### src/rtl/core_host_if.sv
// ---------------------------------------------------------------------------
// core_host_if
// Bundles every core_host signal except clk/reset.
//   master : the sequencer side (core_host drives the outputs listed there).
//   slave  : the environment side (harness/bus, data memory and the core).
// Signal groups:
//   run control : start, ld_base, ld_count, rd_base, rd_count, busy, timeout
//   operand in  : in_valid, in_data, in_ready
//   memory port : mem_wr_en, mem_addr, mem_wr_dat, mem_rd_dat
//   core        : req, done
//   result out  : out_valid, out_data, out_ready
// ---------------------------------------------------------------------------
interface core_host_if #(
    parameter int AW = 8,
    parameter int DW = 8
);
    logic          start;
    logic [AW-1:0] ld_base;
    logic [AW-1:0] ld_count;
    logic [AW-1:0] rd_base;
    logic [AW-1:0] rd_count;
    logic          in_valid;
    logic [DW-1:0] in_data;
    logic          in_ready;
    logic          mem_wr_en;
    logic [AW-1:0] mem_addr;
    logic [DW-1:0] mem_wr_dat;
    logic [DW-1:0] mem_rd_dat;
    logic          req;
    logic          done;
    logic          out_valid;
    logic [DW-1:0] out_data;
    logic          out_ready;
    logic          busy;
    logic          timeout;

    modport master (
        input  start, ld_base, ld_count, rd_base, rd_count,
        input  in_valid, in_data, mem_rd_dat, done, out_ready,
        output in_ready, mem_wr_en, mem_addr, mem_wr_dat,
        output req, out_valid, out_data, busy, timeout
    );

    modport slave (
        output start, ld_base, ld_count, rd_base, rd_count,
        output in_valid, in_data, mem_rd_dat, done, out_ready,
        input  in_ready, mem_wr_en, mem_addr, mem_wr_dat,
        input  req, out_valid, out_data, busy, timeout
    );
endinterface

### src/rtl/core_host.sv
// ---------------------------------------------------------------------------
// core_host
// Host-side sequencer for the processor core: loads operand words into the
// core's data memory, raises req, waits for done under a watchdog, then
// streams a window of result words back out of data memory.
// Ports:
//   clk   : sole clock, rising edge
//   reset : asynchronous, active-high
//   bus   : core_host_if.master (run control, operand stream, memory port,
//           core handshake, result stream)
// Parameters: AW address width, DW data width, TIMEOUT RUN-cycle limit,
//             CW watchdog width (2**CW > TIMEOUT).
// ---------------------------------------------------------------------------
module core_host #(
    parameter int AW      = 8,
    parameter int DW      = 8,
    parameter int TIMEOUT = 4096,
    parameter int CW      = 13
) (
    input  logic        clk,
    input  logic        reset,
    core_host_if.master bus
);

    typedef enum logic [2:0] {
        S_IDLE,
        S_LOAD,
        S_LAUNCH,
        S_RUN,
        S_DRAIN
    } state_t;

    localparam logic [CW-1:0] WD_LAST = CW'(TIMEOUT - 1);

    state_t        r_state;
    state_t        w_state_nxt;
    logic [AW-1:0] r_ld_base;
    logic [AW-1:0] r_ld_count;
    logic [AW-1:0] r_rd_base;
    logic [AW-1:0] r_rd_count;
    logic [AW-1:0] r_idx;       // shared beat index for LOAD and DRAIN
    logic [CW-1:0] r_wdog;
    logic          r_timeout;

    logic [AW-1:0] w_ld_last;
    logic [AW-1:0] w_rd_last;
    logic          w_wd_expire;

    assign w_ld_last   = r_ld_count - AW'(1);
    assign w_rd_last   = r_rd_count - AW'(1);
    // done has priority: expiry only counts when the core has not finished.
    assign w_wd_expire = (r_state == S_RUN) && !bus.done && (r_wdog == WD_LAST);

    // NOTE: sequential state uses non-blocking assignments so every register
    // samples pre-edge values regardless of statement order.
    always_ff @(posedge clk or posedge reset) begin
        if (reset) begin
            r_state <= S_IDLE;
        end else begin
            r_state <= w_state_nxt;
        end
    end

    // NOTE: every output and the next state get a default first, so no path
    // through the case can leave one unassigned and infer a latch.
    always_comb begin
        w_state_nxt    = r_state;
        bus.busy       = (r_state != S_IDLE);
        bus.req        = 1'b0;
        bus.in_ready   = 1'b0;
        bus.out_valid  = 1'b0;
        bus.mem_wr_en  = 1'b0;
        bus.mem_addr   = '0;
        bus.mem_wr_dat = bus.in_data;
        bus.out_data   = bus.mem_rd_dat;
        bus.timeout    = r_timeout;

        case (r_state)
            S_IDLE: begin
                if (bus.start) begin
                    w_state_nxt = (bus.ld_count != '0) ? S_LOAD : S_LAUNCH;
                end
            end
            S_LOAD: begin
                bus.in_ready  = 1'b1;
                bus.mem_wr_en = bus.in_valid;
                bus.mem_addr  = r_ld_base + r_idx;
                if (bus.in_valid && (r_idx == w_ld_last)) begin
                    w_state_nxt = S_LAUNCH;
                end
            end
            S_LAUNCH: begin
                // done may still be high from the previous run; ignore it.
                bus.req     = 1'b1;
                w_state_nxt = S_RUN;
            end
            S_RUN: begin
                bus.req = 1'b1;
                if (bus.done) begin
                    w_state_nxt = (r_rd_count != '0) ? S_DRAIN : S_IDLE;
                end else if (w_wd_expire) begin
                    w_state_nxt = S_IDLE;
                end
            end
            S_DRAIN: begin
                bus.out_valid = 1'b1;
                bus.mem_addr  = r_rd_base + r_idx;
                if (bus.out_ready && (r_idx == w_rd_last)) begin
                    w_state_nxt = S_IDLE;
                end
            end
            default: begin
                w_state_nxt = S_IDLE;
            end
        endcase
    end

    always_ff @(posedge clk or posedge reset) begin
        if (reset) begin
            r_ld_base  <= '0;
            r_ld_count <= '0;
            r_rd_base  <= '0;
            r_rd_count <= '0;
            r_idx      <= '0;
            r_wdog     <= '0;
            r_timeout  <= 1'b0;
        end else begin
            case (r_state)
                S_IDLE: begin
                    if (bus.start) begin
                        r_ld_base  <= bus.ld_base;
                        r_ld_count <= bus.ld_count;
                        r_rd_base  <= bus.rd_base;
                        r_rd_count <= bus.rd_count;
                        r_idx      <= '0;
                        r_timeout  <= 1'b0;
                    end
                end
                S_LOAD: begin
                    if (bus.in_valid) begin
                        // Rewind on the last beat so DRAIN starts at index 0.
                        r_idx <= (r_idx == w_ld_last) ? '0 : r_idx + AW'(1);
                    end
                end
                S_LAUNCH: begin
                    r_wdog <= '0;
                end
                S_RUN: begin
                    r_wdog <= r_wdog + CW'(1);
                    if (w_wd_expire) begin
                        r_timeout <= 1'b1;
                    end
                end
                S_DRAIN: begin
                    if (bus.out_ready) begin
                        r_idx <= r_idx + AW'(1);
                    end
                end
                default: begin
                end
            endcase
        end
    end

endmodule
### src/flat_wrapper.sv
// flat-port wrapper written by rule: the top's interface ports become plain ports
module core_host_flat 
#(
    parameter int AW      = 8,
    parameter int DW      = 8,
    parameter int TIMEOUT = 4096,
    parameter int CW      = 13
)
  (clk, reset, bus_start, bus_ld_base, bus_ld_count, bus_rd_base, bus_rd_count, bus_in_valid, bus_in_data, bus_mem_rd_dat, bus_done, bus_out_ready, bus_in_ready, bus_mem_wr_en, bus_mem_addr, bus_mem_wr_dat, bus_req, bus_out_valid, bus_out_data, bus_busy, bus_timeout);
  core_host_if #(.AW(AW), .DW(DW)) bus_i ();
  input  logic clk;
  input  logic reset;
  input wire logic [$bits(bus_i.start)-1:0] bus_start;
  input wire logic [$bits(bus_i.ld_base)-1:0] bus_ld_base;
  input wire logic [$bits(bus_i.ld_count)-1:0] bus_ld_count;
  input wire logic [$bits(bus_i.rd_base)-1:0] bus_rd_base;
  input wire logic [$bits(bus_i.rd_count)-1:0] bus_rd_count;
  input wire logic [$bits(bus_i.in_valid)-1:0] bus_in_valid;
  input wire logic [$bits(bus_i.in_data)-1:0] bus_in_data;
  input wire logic [$bits(bus_i.mem_rd_dat)-1:0] bus_mem_rd_dat;
  input wire logic [$bits(bus_i.done)-1:0] bus_done;
  input wire logic [$bits(bus_i.out_ready)-1:0] bus_out_ready;
  output wire logic [$bits(bus_i.in_ready)-1:0] bus_in_ready;
  output wire logic [$bits(bus_i.mem_wr_en)-1:0] bus_mem_wr_en;
  output wire logic [$bits(bus_i.mem_addr)-1:0] bus_mem_addr;
  output wire logic [$bits(bus_i.mem_wr_dat)-1:0] bus_mem_wr_dat;
  output wire logic [$bits(bus_i.req)-1:0] bus_req;
  output wire logic [$bits(bus_i.out_valid)-1:0] bus_out_valid;
  output wire logic [$bits(bus_i.out_data)-1:0] bus_out_data;
  output wire logic [$bits(bus_i.busy)-1:0] bus_busy;
  output wire logic [$bits(bus_i.timeout)-1:0] bus_timeout;
  assign bus_i.start = bus_start;
  assign bus_i.ld_base = bus_ld_base;
  assign bus_i.ld_count = bus_ld_count;
  assign bus_i.rd_base = bus_rd_base;
  assign bus_i.rd_count = bus_rd_count;
  assign bus_i.in_valid = bus_in_valid;
  assign bus_i.in_data = bus_in_data;
  assign bus_i.mem_rd_dat = bus_mem_rd_dat;
  assign bus_i.done = bus_done;
  assign bus_i.out_ready = bus_out_ready;
  assign bus_in_ready = bus_i.in_ready;
  assign bus_mem_wr_en = bus_i.mem_wr_en;
  assign bus_mem_addr = bus_i.mem_addr;
  assign bus_mem_wr_dat = bus_i.mem_wr_dat;
  assign bus_req = bus_i.req;
  assign bus_out_valid = bus_i.out_valid;
  assign bus_out_data = bus_i.out_data;
  assign bus_busy = bus_i.busy;
  assign bus_timeout = bus_i.timeout;
  core_host #(.AW(AW), .DW(DW), .TIMEOUT(TIMEOUT), .CW(CW)) u_core (.clk(clk), .reset(reset), .bus(bus_i));
endmodule
### config.mk
export PLATFORM = sky130hd
export DESIGN_NAME = core_host_flat
export DESIGN_NICKNAME = d
export VERILOG_FILES = /design/src/rtl/core_host_if.sv /design/src/rtl/core_host.sv /design/src/flat_wrapper.sv
export SDC_FILE = /design/constraint.sdc
export NUM_CORES = 1
export LEC_CHECK = 0
export BUFFER_PORTS_ARGS = -buffer_cell sky130_fd_sc_hd__buf_2
export CAP_MARGIN = 0
export CORE_MARGIN = 4
export CORE_UTILIZATION = 40
export CTS_BUF_LIST = sky130_fd_sc_hd__clkbuf_8 sky130_fd_sc_hd__clkbuf_16
export DETAILED_ROUTE_END_ITERATION = 8
export SYNTH_ARGS = -nofsm -noshare
export SYNTH_HDL_FRONTEND = slang
export SYNTH_SLANG_ARGS = --single-unit
### constraint.sdc
create_clock -name clk -period 3.75 [get_ports clk]
set_input_delay 0.1875 -clock clk [delete_from_list [all_inputs] [get_ports clk]]
set_output_delay 0.1875 -clock clk [all_outputs]
set_load 0.02 [all_outputs]
# Yosys cells after proc, flatten, opt, wreduce, memory -nomap -nowiden

Index checks and enable logic that the tools add are counted.

Output and inout port bits: 30
Logic and storage cells: 67
Bits in registers: 57
Input bits: 54

Multiplexer cells: 22
Add/sub/neg operators: 6
Reductions and logical operators: 17
Equal/unequal tests: 14

Operators with widths:

| kind                  | number |
|---|---|
| $mux 8                | 4 |
| $pmux 13 s2           | 1 |
| $pmux 8 s3            | 1 |
| $mux 3                | 6 |
| $add 8x8->8           | 2 |
| $eq 8x8->1            | 2 |
| $pmux 8 s2            | 1 |
| $reduce_bool 8->1     | 2 |
| $sub 8x1->8 const B   | 2 |
| $pmux 3 s5            | 1 |
| $add 13x1->13 const B | 1 |
| $eq 13x12->1 const B  | 1 |
| $add 8x1->8 const B   | 1 |
| $reduce_and 4->1      | 2 |
| $eq 3x2->1 const B    | 2 |
| $mux 1                | 6 |
| $ne 2x1->1 const B    | 3 |
| $ne 2x2->1 const B    | 3 |
| $reduce_bool 3->1     | 2 |
| $logic_and 1x1->1     | 4 |
| $reduce_bool 2->1     | 2 |
| $eq 3x1->1 const B    | 1 |
| $eq 3x3->1 const B    | 1 |
| $logic_not 3->1       | 1 |
| 7 further kinds       | 7 |

# Logic depth before layout (Yosys ltp)

Gate-level depths: netlist (run 1).

Word-level depth: 6
Depth in mapped cells: 16

# Worst setup path after synthesis (run 1)

No wires, ideal clock.

Kind: register to output
From: reg u_core.r_state[1]
To: out bus_mem_addr[6]
Slack: 0.410 ns
Buffers on the path: 2
Cell stages (with the launch flop): 17
Arrival time: 3.153 ns
Cells stage by stage: dfrtp_1 -> clkbuf_1 -> nor2_1 -> nand2_1 -> inv_1 -> clkbuf_1 -> nand2_1 -> nand2_1 -> ha_1 -> inv_1 -> fa_1 -> nor2b_1 -> o21ai_0 -> a21oi_1 -> o21ai_0 -> nor3b_1 -> nor3_1

Word-level cells in the longest chain between the ends: 2

Ends and longest elaborated chain:

| element                                  | line               | RTL |
|---|---|---|
| from (decl)                              | core_host.sv:35    | `state_t r_state;` |
| from (signal assigned)                   | core_host.sv:60    | `r_state <= w_state_nxt;` |
| $eq 3x3->1 or $eq 3x1->1 (tied branches) | core_host.sv:78    | `case (r_state)` |
| $pmux 8 s2 (*)                           | core_host.sv:78    |  |
| to (decl)                                | flat_wrapper.sv:25 | `output wire logic [$bits(bus_i.mem_addr)-1:0] bus_mem_addr;` |

Mark *: on every way between the ends. The rest lies on a longest branch, timed or not.

# Final worst setup path (run 1)

From: reg u_core.r_state[1]
To: out bus_mem_addr[7]

The elaborated chain is that of the path after synthesis.

==> results of run 1 <==
[area by class of cell]
class,instances,area [sq um],share of cell area [%]
Tap cell,108,135,3.32
Sequential cell,57,1430,35.1
Clock inverter,4,50.0,1.23
Clock buffer,12,165,4.06
Inverter,16,60.1,1.48
Multi-Input combinational cell,285,1930,47.4
Timing Repair Buffer,57,300,7.38
[synthesized netlist by cell type, types with 2 or more instances]
library cell / count
nand3b_1: 2
nand2_1: 66
a21oi_1: 11
dfrtp_1: 57
nand4_1: 5
o211ai_1: 2
nor2b_1: 5
mux2i_1: 3
clkbuf_1: 12
o21ai_0: 19
nor3_1: 9
buf_2: 4
nor4_1: 5
mux2_2: 27
or4_1: 2
o21a_1: 2
xor2_1: 12
or3_1: 5
inv_1: 16
nor2_1: 29
and3_1: 4
buf_4: 16
ha_1: 12
nand3_1: 8
o31ai_1: 9
a21o_1: 5
or2_2: 3
xnor2_1: 16
[registers in the layout, indices dropped and copies added, names as in the netlist]
signal and count:
u_core.r_wdog 13, u_core.r_ld_base 8, u_core.r_rd_base 8, u_core.r_ld_count 8, u_core.bus.timeout 1, u_core.r_rd_count 8, u_core.r_state 3, u_core.r_idx 8
[cell families after synthesis]
group | after synthesis
XOR/XNOR | 29
AO/OA/AOI/OAI | 61
multiplexers | 30
flip-flops | 57
buffers and inverters | 48
AND/OR/NAND/NOR | 152
adder cells (fa/ha/maj) | 13
[power breakdown]
part	switching, uW	total, uW	internal (uW)
clock network	256	616	360
logic	785	1450	662
registers	239	1070	833
total	1280	3140	1850
[per-stage QoR]
| stage | utilization, % | hold slack (ns) | setup slack (ns) | power (uW) |
|---|---|---|---|---|
| 4_1_cts | 46.6 | 0.00335 | 0.490 | 3180 |
| 6_report | 46.6 | -0.0143 | 0.538 | 3140 |
| 2_1_floorplan | - | 0.304 | 0.410 | 2190 |
| 5_1_grt | 46.6 | 0.0464 | 0.200 | 3410 |
| 3_5_place_dp | 44.2 | 0.375 | 0.882 | 2540 |
| 3_3_place_gp | 44.2 | 0.370 | 0.944 | 2510 |
[worst paths after layout]
check                                                 start                                to  cells past startpoint
setup reg to reg           u_core.r_ld_count[0]$_DFFE_PP0P_       u_core.r_idx[5]$_DFFE_PP0P_                      6
hold / removal                                        reset      u_core.r_wdog[8]$_DFFE_PP0P_                      2
min in group clk                             bus_ld_base[7]   u_core.r_ld_base[7]$_DFFE_PP0P_                      3
max in group asynchronous                             reset  u_core.r_ld_count[4]$_DFFE_PP0P_                      3
setup / recovery              u_core.r_state[1]$_DFFE_PP0P_                   bus_mem_addr[7]                     14
hold reg to reg               u_core.r_wdog[11]$_DFFE_PP0P_     u_core.r_wdog[11]$_DFFE_PP0P_                      1
[per-layer routing]
metal	global-route usage [%]	share of wire, %	up-vias
met5	0	0	-
met4	7.37	1.9	0
met3	4.19	5.8	16
met2	25.5	46	64
met1	21.2	46	1309
li1	-	-	1405
[worst max-delay path: cells and delay by family, from the launching register on]
kind                       cells  cell delay [ns]
xor gates and xnor gates       1             0.16
DFF                            1             0.47
and+or+nand+nor                4             0.39
muxes                          1             0.21
AOI/OAI and AO/OA              4             0.73
adders and majority gates      1             0.22
buffers and inverters          3             0.51
==> run summary, run 1 <==
status: finished, violations left
failing checks: negative hold slack
maximum VDD drop: 0.465 mV
critical-path cell list: nor2_1 > nand2_1 > inv_1 > buf_4 > nand2_1 > nand2_1 > ha_1 > a21o_1 > a21oi_1 > a21oi_1 > o22ai_1 > xnor2_1 > mux2i_1 > buf_2
Routed WL: 7.94 mm
leading area contributor after synthesis: dfrtp_1
total global routing overflow: 0
Clk pin slew, worst setup/hold paths: 0.07 ns
Slew Limit Fails: 0
clk sink count: 57
Starting Density: 41.2%
worst slew pin tran: 0.862 ns
Syn-to-layout area delta: 13.2%
final setup violation count: 0
yosys warns: 0
critical path type: reg -> out
Resized Gates After CTS: 0
commonest non-fill, non-tap cells in the layout: 66 x nand2_1, 57 x dfrtp_1, 51 x buf_2
number of vias in the routed layout: 2794
syn avg cell area: 9.21 sq um
CP max FO: 9
Final nets: 493
fillers: 857
PD cells: 771 mW/mm^2
post-synthesis mux area share: 9.30%
clk_lat worst skew: 0.34 ns
async set-or-reset flop fraction in the synthesized netlist: 100%
largest family of logic cells by synthesized area: simple AND/OR/NAND/NOR gates
Seq cells post-synth: 57
Synth top area share: 39.7%
io pins: 84
Post-Synth Simple-Gate Area: 20.1%
detailed-route wire length per cell: 14.7 um
Vias/cell: 5.18
Post-Synthesis Cells: 390
min Tclk post-route: 3.21 ns
placed cells: 523
Final HPWL DP: 5.88 mm
# DRC: 0
TritonCTS clock tree: yes
WHS: -0.0143 ns
Hold Crit Class: in -> async
syn_nets: 457
die width: 103 um
compound-cell area share of the yosys netlist: 11.9%
largest net degree at the start of global routing: 36
1st-iter DRT viols: 87
Crit path largest cell delay: 0.47 ns
Post-CTS Hold Buffers: 0
most common cell after layout, fill and taps aside: nand2_1
input/output buffers: 51
vias in the first global route: 2816
Crit-path slowest cell: dfrtp_1
crit path launch type: register
Post CTS Setup Buffer Count: 0
initial antenna violation count: 0
RSZ-0062 raised after global routing: false
Die H: 103 um
main flop type after synthesis: dfrtp_1
n_diodes: 0
critical path arrival: 3.02 ns
Critical Path Most Common Cell: nand2_1
Synth Area in Adders: 4.74%
num rows: 34
CORE AREA: 0.00872 sq mm
f_max: 0.311 GHz
setup TNS: 0 ns
sequential-to-total area share from yosys stat: 39.7%
slew margin rel.: 42.4%
CTS max path bufs: 2
H-tree Lvls: 3
ratio of cells with drive above 1 in the final layout: 26.2%
Synth Cell Area: 0.00359 sq mm
Design Area, Final: 0.00407 sq mm
Post-Layout Cell Count: 539
max_cap viols: 0
R2R setup slack: 1.39 ns
clock buffer count from CTS: 9
post-route ant nets: 0
DP Area: 0.00385 sq mm
Placer Congestion: 0.795
Root Driver: clkbuf_8
Yosys cell types: 52
DRT Pass-1 Iters: 4
All-Layer GR Usage: 16.3%
Final Skew: 0.0113 ns
Final Cycle Share: 85.7%
critical path endpoint category: primary output
Fin. Hold Viols: 30
number of synthesized flops with an enable pin: 0
die area: 0.0106 sq mm
xor and xnor area share after synthesis: 7.45%
Critical Path RT: 3.56 ns
Synth area leaders: dfrtp_1 40%, mux2_2 8.5%, nand2_1 6.9%, ha_1 4.2%, xnor2_1 3.9%
Leakage: 0.00184 uW
first-pass GRT wire length: 13.4 mm
Note: power is estimated with default switching activity, not from simulation.
==> inputs of run 2 (changes only) <==
Settings changed: ABC_AREA from default to 1.
==> run 2 against run 1 <==
Compared with the run above:
- the flow now finishes without violations
- die area up 2.5%
- global-route usage up 0.70 points
- synthesized cell count up 34%
- critical path type unchanged
- wire length up 10%
- clock power up 4.7%
- sequential share of layout area down 0.74 points
- power down 2.1%
- largest cell class unchanged
- sequential power down 7%
- synthesized area up 2.8%
- fmax up 0.53%
- flip-flop and latch count unchanged
- clock skew down 0.0051 ns
==> run summary, run 2 <==
number of vias in the routed layout: 3286 (was 2794)
clk sink count: 57 (unchanged)
# DRC: 0 (unchanged)
Critical Path Most Common Cell: nand2_1 (unchanged)
crit path launch type: register (unchanged)
Syn-to-layout area delta: 12.5% (was 13.2%)
Crit path largest cell delay: 0.43 ns (was 0.47 ns)
syn_nets: 590 (was 457)
critical-path cell list: inv_1 > nand3_2 > inv_2 > nand2_1 > nand2_1 > ha_1 > inv_1 > fa_1 > inv_1 > a21oi_1 > o21bai_1 > nand2_1 > nand2_1 > a21oi_1 > xor2_1 > nor2_1 > buf_2 (was nor2_1 > nand2_1 > inv_1 > buf_4 > nand2_1 > nand2_1 > ha_1 > a21o_1 > a21oi_1 > a21oi_1 > o22ai_1 > xnor2_1 > mux2i_1 > buf_2)
CORE AREA: 0.00885 sq mm (was 0.00872 sq mm)
TritonCTS clock tree: yes (unchanged)
Synth Area in Adders: 4.61% (was 4.74%)
critical path type: reg -> out (unchanged)
Final Cycle Share: 85.2% (was 85.7%)
RSZ-0062 raised after global routing: false (unchanged)
Post-Synthesis Cells: 523 (was 390)
Vias/cell: 4.88 (was 5.18)
Synth top cells by count: 183 x nand2_1, 58 x nor2_1, 57 x dfrtp_1 (was 66 x nand2_1, 57 x dfrtp_1, 29 x nor2_1)
largest family of logic cells by synthesized area: simple AND/OR/NAND/NOR gates (unchanged)
commonest non-fill, non-tap cells in the layout: 183 x nand2_1, 57 x nor2_1, 57 x dfrtp_1 (was 66 x nand2_1, 57 x dfrtp_1, 51 x buf_2)
post-synthesis mux area share: 0.271% (was 9.30%)
WHS: 0.0282 ns (was -0.0143 ns)
num rows: 34 (unchanged)
xor and xnor area share after synthesis: 4.27% (was 7.45%)
Post CTS Setup Buffer Count: 0 (unchanged)
leading area contributor after synthesis: dfrtp_1 (unchanged)
Root Driver: clkbuf_8 (unchanged)
Die H: 104 um (was 103 um)
ratio of cells with drive above 1 in the final layout: 17.0% (was 26.2%)
Slew Limit Fails: 0 (unchanged)
io pins: 84 (unchanged)
Crit-path slowest cell: dfrtp_1 (unchanged)
maximum VDD drop: 0.282 mV (was 0.465 mV)
main flop type after synthesis: dfrtp_1 (unchanged)
PD cells: 739 mW/mm^2 (was 771 mW/mm^2)
Routed WL: 8.77 mm (was 7.94 mm)
Clk pin slew, worst setup/hold paths: 0.06 ns (was 0.07 ns)
detailed-route wire length per cell: 13.0 um (was 14.7 um)
Synth area leaders: dfrtp_1 39%, nand2_1 19%, nor2_1 5.9%, inv_1 5.1%, o21ai_0 4.3% (was dfrtp_1 40%, mux2_2 8.5%, nand2_1 6.9%, ha_1 4.2%, xnor2_1 3.9%)
Seq cells post-synth: 57 (unchanged)
Final Skew: 0.00621 ns (was 0.0113 ns)
sequential-to-total area share from yosys stat: 38.6% (was 39.7%)
setup TNS: 0 ns (unchanged)
Post-Layout Cell Count: 673 (was 539)
placed cells: 659 (was 523)
largest net degree at the start of global routing: 40 (was 36)
most common cell after layout, fill and taps aside: nand2_1 (unchanged)
worst slew pin tran: 0.844 ns (was 0.862 ns)
async set-or-reset flop fraction in the synthesized netlist: 100% (unchanged)
initial antenna violation count: 0 (unchanged)
min Tclk post-route: 3.19 ns (was 3.21 ns)
die area: 0.0108 sq mm (was 0.0106 sq mm)
input/output buffers: 51 (unchanged)
status: complete, no violations (was finished, violations left)
All-Layer GR Usage: 17.0% (was 16.3%)
total global routing overflow: 0 (unchanged)
Synth top area share: 38.6% (was 39.7%)
largest register by flop count: u_core.r_wdog (unchanged)
H-tree Lvls: 3 (unchanged)
CP max FO: 12 (was 9)
f_max: 0.313 GHz (was 0.311 GHz)
Resized Gates After CTS: 0 (unchanged)
final setup violation count: 0 (unchanged)
max FFs per register: 13 (unchanged)
Synth Cell Area: 0.00369 sq mm (was 0.00359 sq mm)
vias in the first global route: 3189 (was 2816)
Post-Synth Simple-Gate Area: 33.9% (was 20.1%)
compound-cell area share of the yosys netlist: 8.03% (was 11.9%)
max_cap viols: 0 (unchanged)
die width: 104 um (was 103 um)
clk_lat worst skew: 0.33 ns (was 0.34 ns)
Fin. Hold Viols: 0 (was 30)
n_diodes: 0 (unchanged)
DRT Pass-1 Iters: 4 (unchanged)
number of synthesized flops with an enable pin: 0 (unchanged)
Critical Path RT: 3.56 ns (about the same)
most instantiated library cell after synthesis: nand2_1 (unchanged)
Yosys cell types: 37 (was 52)
Placer Congestion: 0.833 (was 0.795)
Design Power: 3070 uW (was 3140 uW)
post-route ant nets: 0 (unchanged)
Final HPWL DP: 6.91 mm (was 5.88 mm)
Hold Crit Class: in -> async (unchanged)
CTS max path bufs: 2 (unchanged)
critical path endpoint category: primary output (unchanged)
clock buffer count from CTS: 9 (unchanged)
syn avg cell area: 7.06 sq um (was 9.21 sq um)
Final nets: 629 (was 493)
slew margin rel.: 43.7% (was 42.4%)
yosys warns: 0 (unchanged)
1st-iter DRT viols: 128 (was 87)
Leakage: 0.00226 uW (was 0.00184 uW)
Post-CTS Hold Buffers: 0 (unchanged)
Starting Density: 41.7% (was 41.2%)
fillers: 910 (was 857)
critical path arrival: 3.01 ns (was 3.02 ns)
first-pass GRT wire length: 15.1 mm (was 13.4 mm)
## run 2: cell count changes after synthesis, sizes merged, moves of 4 or more
cell,previous run,this run
a21o,5,1
clkbuf,12,3
inv,16,57
mux2,27,0
nand2,66,187
nand3,8,31
nor2,29,67
nor2b,5,0
nor3,9,0
o21ai,19,36
o31ai,10,1
or3,5,0
xnor2,16,3
## run 2: path summary, 6_finish.rpt
check,cells after the start,to,startpoint,slack (ns)
worst min-delay path,2,u_core.r_rd_base[7]$_DFFE_PP0P_,reset,0.03
min in group clk,3,u_core.r_ld_base[2]$_DFFE_PP0P_,bus_ld_base[2],0.05
max in group asynchronous,3,u_core.r_idx[1]$_DFFE_PP0P_,reset,2.94
worst max register to register,7,u_core.r_rd_count[5]$_DFFE_PP0P_,u_core.r_state[2]$_DFFE_PP0P_,1.70
worst min register to register,2,u_core.r_ld_base[6]$_DFFE_PP0P_,u_core.r_ld_base[6]$_DFFE_PP0P_,0.47
worst max-delay path,17,bus_mem_addr[6],u_core.r_state[0]$_DFFE_PP0P_,0.56
## run 2: power breakdown
part	switching (uW)	total (uW)	internal [uW]	leakage, uW
sequential	183	997	814	0.000739
combinational	938	1430	491	0.00141
clock	243	645	402	0.000111
## run 2: logic make-up after synthesis
| kind of cell | count (synthesis) |
|---|---|
| multiplexers | 1 |
| buffers and inverters | 83 |
| AND/OR/NAND/NOR | 296 |
| XOR/XNOR | 18 |
| flip-flops | 57 |
| adder cells (fa/ha/maj) | 13 |
| AO/OA/AOI/OAI | 55 |
## run 2: metrics by stage
stage	util [%]	setup WS [ns]	instance area, sq um
floorplan	-	1.14	3690
global route	46.9	0.216	4150
CTS	46.9	0.548	4150
detailed placement	44.5	0.921	3940
finish	46.9	0.555	4150
global placement	44.5	1.02	3940
## run 2: critical path, delay by kind of cell, from the launching register on
kind	cells	cell delay (ns)
buf+inv	5	0.67
simple gates	6	0.60
fa+ha+maj	2	0.51
flops	1	0.43
compound gates	3	0.33
xor+xnor	1	0.14
## run 2: area by class of cell
type / instances / area, sq um / share of cell area (%)
Multi-Input combinational cell: 383 / 1890 / 45.4
Sequential cell: 57 / 1430 / 34.3
Timing Repair Buffer: 53 / 270 / 6.51
Inverter: 58 / 219 / 5.27
Clock buffer: 11 / 151 / 3.64
Tap cell: 108 / 135 / 3.25
Clock inverter: 3 / 65.1 / 1.57
## run 2: per-layer routing
| metal | up-vias | routed length [um] | GRT usage [%] |
|---|---|---|---|
| li1 | 1705 | - | - |
| met1 | 1508 | 4180 | 22.7 |
| met2 | 63 | 4120 | 27.9 |
| met3 | 10 | 389 | 4.72 |
| met4 | 0 | 77 | 3.04 |
| met5 | - | 0 | 0 |
==> inputs of run 3 (changes only) <==
Settings changed: PLACE_DENSITY from default to 0.68.
==> run 3 against run 2 <==
Compared with the run above:
- via count increased by 0.91%
- global-route usage decreased by 0.44 points
- worst setup slack got worse by 0.00060 ns
- combinational power about the same
- largest cell class unchanged
==> run summary, run 3 (synthesized netlist as in run 2, its figures left out) <==
total global routing overflow: 0 (unchanged)
area of the multi-input gates: 0.00189 sq mm (unchanged)
H-tree Lvls: 3 (unchanged)
Crit-path slowest cell: dfrtp_1 (unchanged)
Clk pwr share: 22.7% (was 21.0%)
Final HPWL DP: 6.88 mm (was 6.91 mm)
number of vias in the routed layout: 3316 (was 3286)
largest register by flop count: u_core.r_wdog (unchanged)
critical path arrival: 3.01 ns (about the same)
register area: 0.00143 sq mm (unchanged)
Final nets: 629 (unchanged)
fillers: 892 (was 910)
switching power summed over all nets: 1380 uW (was 1360 uW)
input/output buffers: 51 (unchanged)
crit path launch type: register (unchanged)
Root Driver: clkbuf_8 (unchanged)
CP max FO: 12 (unchanged)
die width: 104 um (unchanged)
post-route ant nets: 0 (unchanged)
Die H: 104 um (unchanged)
Final Skew: 0.0131 ns (was 0.00621 ns)
internal power: 1760 uW (was 1710 uW)
Critical Path Most Common Cell: nand2_1 (unchanged)
max_cap viols: 0 (unchanged)
switching share of power: 43.8% (was 44.4%)
Hold Crit Class: in -> async (unchanged)
detailed-route wire length per cell: 12.9 um (was 13.0 um)
Starting Density: 41.7% (unchanged)
Slew Limit Fails: 0 (unchanged)
clk_lat worst skew: 0.34 ns (was 0.33 ns)
Final Cycle Share: 85.2% (about the same)
setup TNS: 0 ns (unchanged)
vias in the first global route: 3146 (was 3189)
TritonCTS clock tree: yes (unchanged)
Vias/cell: 4.91 (was 4.88)
sequential power share: 31.8% (was 32.5%)
All-Layer GR Usage: 16.6% (was 17.0%)
Post-CTS Hold Buffers: 0 (unchanged)
first-pass GRT wire length: 14.7 mm (was 15.1 mm)
1st-iter DRT viols: 183 (was 128)
worst slew pin tran: 0.896 ns (was 0.844 ns)
most common cell after layout, fill and taps aside: nand2_1 (unchanged)
DRT Pass-1 Iters: 5 (was 4)
largest net degree at the start of global routing: 42 (was 40)
die area: 0.0108 sq mm (unchanged)
maximum VDD drop: 0.273 mV (was 0.282 mV)
RSZ-0062 raised after global routing: false (unchanged)
critical-path cell list: inv_1 > nand3_2 > inv_2 > nand2_1 > nand2_1 > ha_1 > inv_1 > fa_1 > inv_1 > a21oi_1 > o21bai_1 > nand2_1 > nand2_1 > a21oi_1 > xor2_1 > nor2_1 > buf_2 (unchanged)
Fin. Hold Viols: 0 (unchanged)
clock buffer count from CTS: 9 (unchanged)
status: complete, no violations (unchanged)
Design Power: 3140 uW (was 3070 uW)
final setup violation count: 0 (unchanged)
CTS max path bufs: 2 (unchanged)
Routed WL: 8.73 mm (was 8.77 mm)
n_diodes: 0 (unchanged)
# DRC: 0 (unchanged)
Placer Congestion: 0.866 (was 0.833)
Crit path largest cell delay: 0.43 ns (about the same)
f_max: 0.313 GHz (about the same)
pre-CTS setup slack: 0.919 ns (was 0.921 ns)
num rows: 34 (unchanged)
initial antenna violation count: 0 (unchanged)
Critical Path RT: 3.56 ns (about the same)
Post CTS Setup Buffer Count: 0 (unchanged)
Combinational Power Share: 45.5% (was 46.5%)
critical path type: reg -> out (unchanged)
critical path endpoint category: primary output (unchanged)
ratio of cells with drive above 1 in the final layout: 17.1% (was 17.0%)
R2R setup slack: 1.72 ns (was 1.70 ns)
io pins: 84 (unchanged)
max FFs per register: 13 (unchanged)
CORE AREA: 0.00885 sq mm (unchanged)
final setup margin: 0.554 ns (was 0.555 ns)
commonest non-fill, non-tap cells in the layout: 183 x nand2_1, 57 x nor2_1, 57 x dfrtp_1 (unchanged)
Syn-to-layout area delta: 13.2% (was 12.5%)
Resized Gates After CTS: 0 (unchanged)
min Tclk post-route: 3.20 ns (was 3.19 ns)
PD cells: 750 mW/mm^2 (was 739 mW/mm^2)
slew margin rel.: 40.2% (was 43.7%)
clk sink count: 57 (unchanged)
Clk pin slew, worst setup/hold paths: 0.08 ns (was 0.06 ns)
Leakage: 0.00227 uW (was 0.00226 uW)
## run 3: cell count changes in the layout (fill, tap and decap cells not counted), sizes merged
cell / before / now
clkinvlp: 0 / 1
clkbuf: 11 / 10
bufinv: 2 / 3
inv: 57 / 58
## run 3: worst max-delay path: cells and delay by family (launching register included)
kind	cells	cell delay [ns]
compound gates	3	0.34
xor+xnor	1	0.14
fa+ha+maj	2	0.51
buf+inv	5	0.65
flops	1	0.43
simple gates	6	0.57
## run 3: worst paths after layout
kind,from,depth (start not counted),to
min in group clk,bus_rd_base[5],3,u_core.r_rd_base[5]$_DFFE_PP0P_
worst min register to register,u_core.r_ld_base[6]$_DFFE_PP0P_,2,u_core.r_ld_base[6]$_DFFE_PP0P_
worst max register to register,u_core.r_state[2]$_DFFE_PP0P_,8,u_core.r_ld_count[6]$_DFFE_PP0P_
max in group asynchronous,reset,3,u_core.r_ld_count[0]$_DFFE_PP0P_
worst min-delay path,reset,2,u_core.r_wdog[6]$_DFFE_PP0P_
worst max-delay path,u_core.r_state[0]$_DFFE_PP0P_,17,bus_mem_addr[6]
## run 3: final cells by class
| type | count | share of cell area, % |
|---|---|---|
| timing repair buffer | 53 | 6.46 |
| clock inverter | 6 | 2.54 |
| inverter | 58 | 5.24 |
| sequential | 57 | 34.1 |
| clock buffer | 10 | 3.29 |
| tap | 108 | 3.23 |
| multi-input combinational | 383 | 45.1 |
## run 3: per-layer routing
layer  vias to the layer above  global-route usage (%)  routed length [um]
met5                         -                       0                   0
met4                         0                    3.51                 116
met3                        14                    5.71                 617
met2                        99                    26.7                3890
met1                      1503                    21.5                4110
li1                       1700                       -                   -
## run 3: power by group through the flow
stage | logic, uW | registers [uW] | clock network, uW
floorplan | 1130 | 949 | 0
global placement | 1410 | 1000 | 0
detailed placement | 1430 | 1010 | 0
CTS | 1440 | 996 | 729
global route | 1630 | 1020 | 758
finish | 1430 | 999 | 712
## run 3: per-stage QoR
step	util [%]	instance area [sq um]	hold WS, ns	instances
6_report	47.3	4180	0.0370	675
5_1_grt	47.3	4180	0.0390	675
4_1_cts	47.3	4180	0.0285	675
3_5_place_dp	44.5	3940	0.375	659
3_3_place_gp	44.5	3940	0.375	659
2_1_floorplan	-	3690	0.304	523
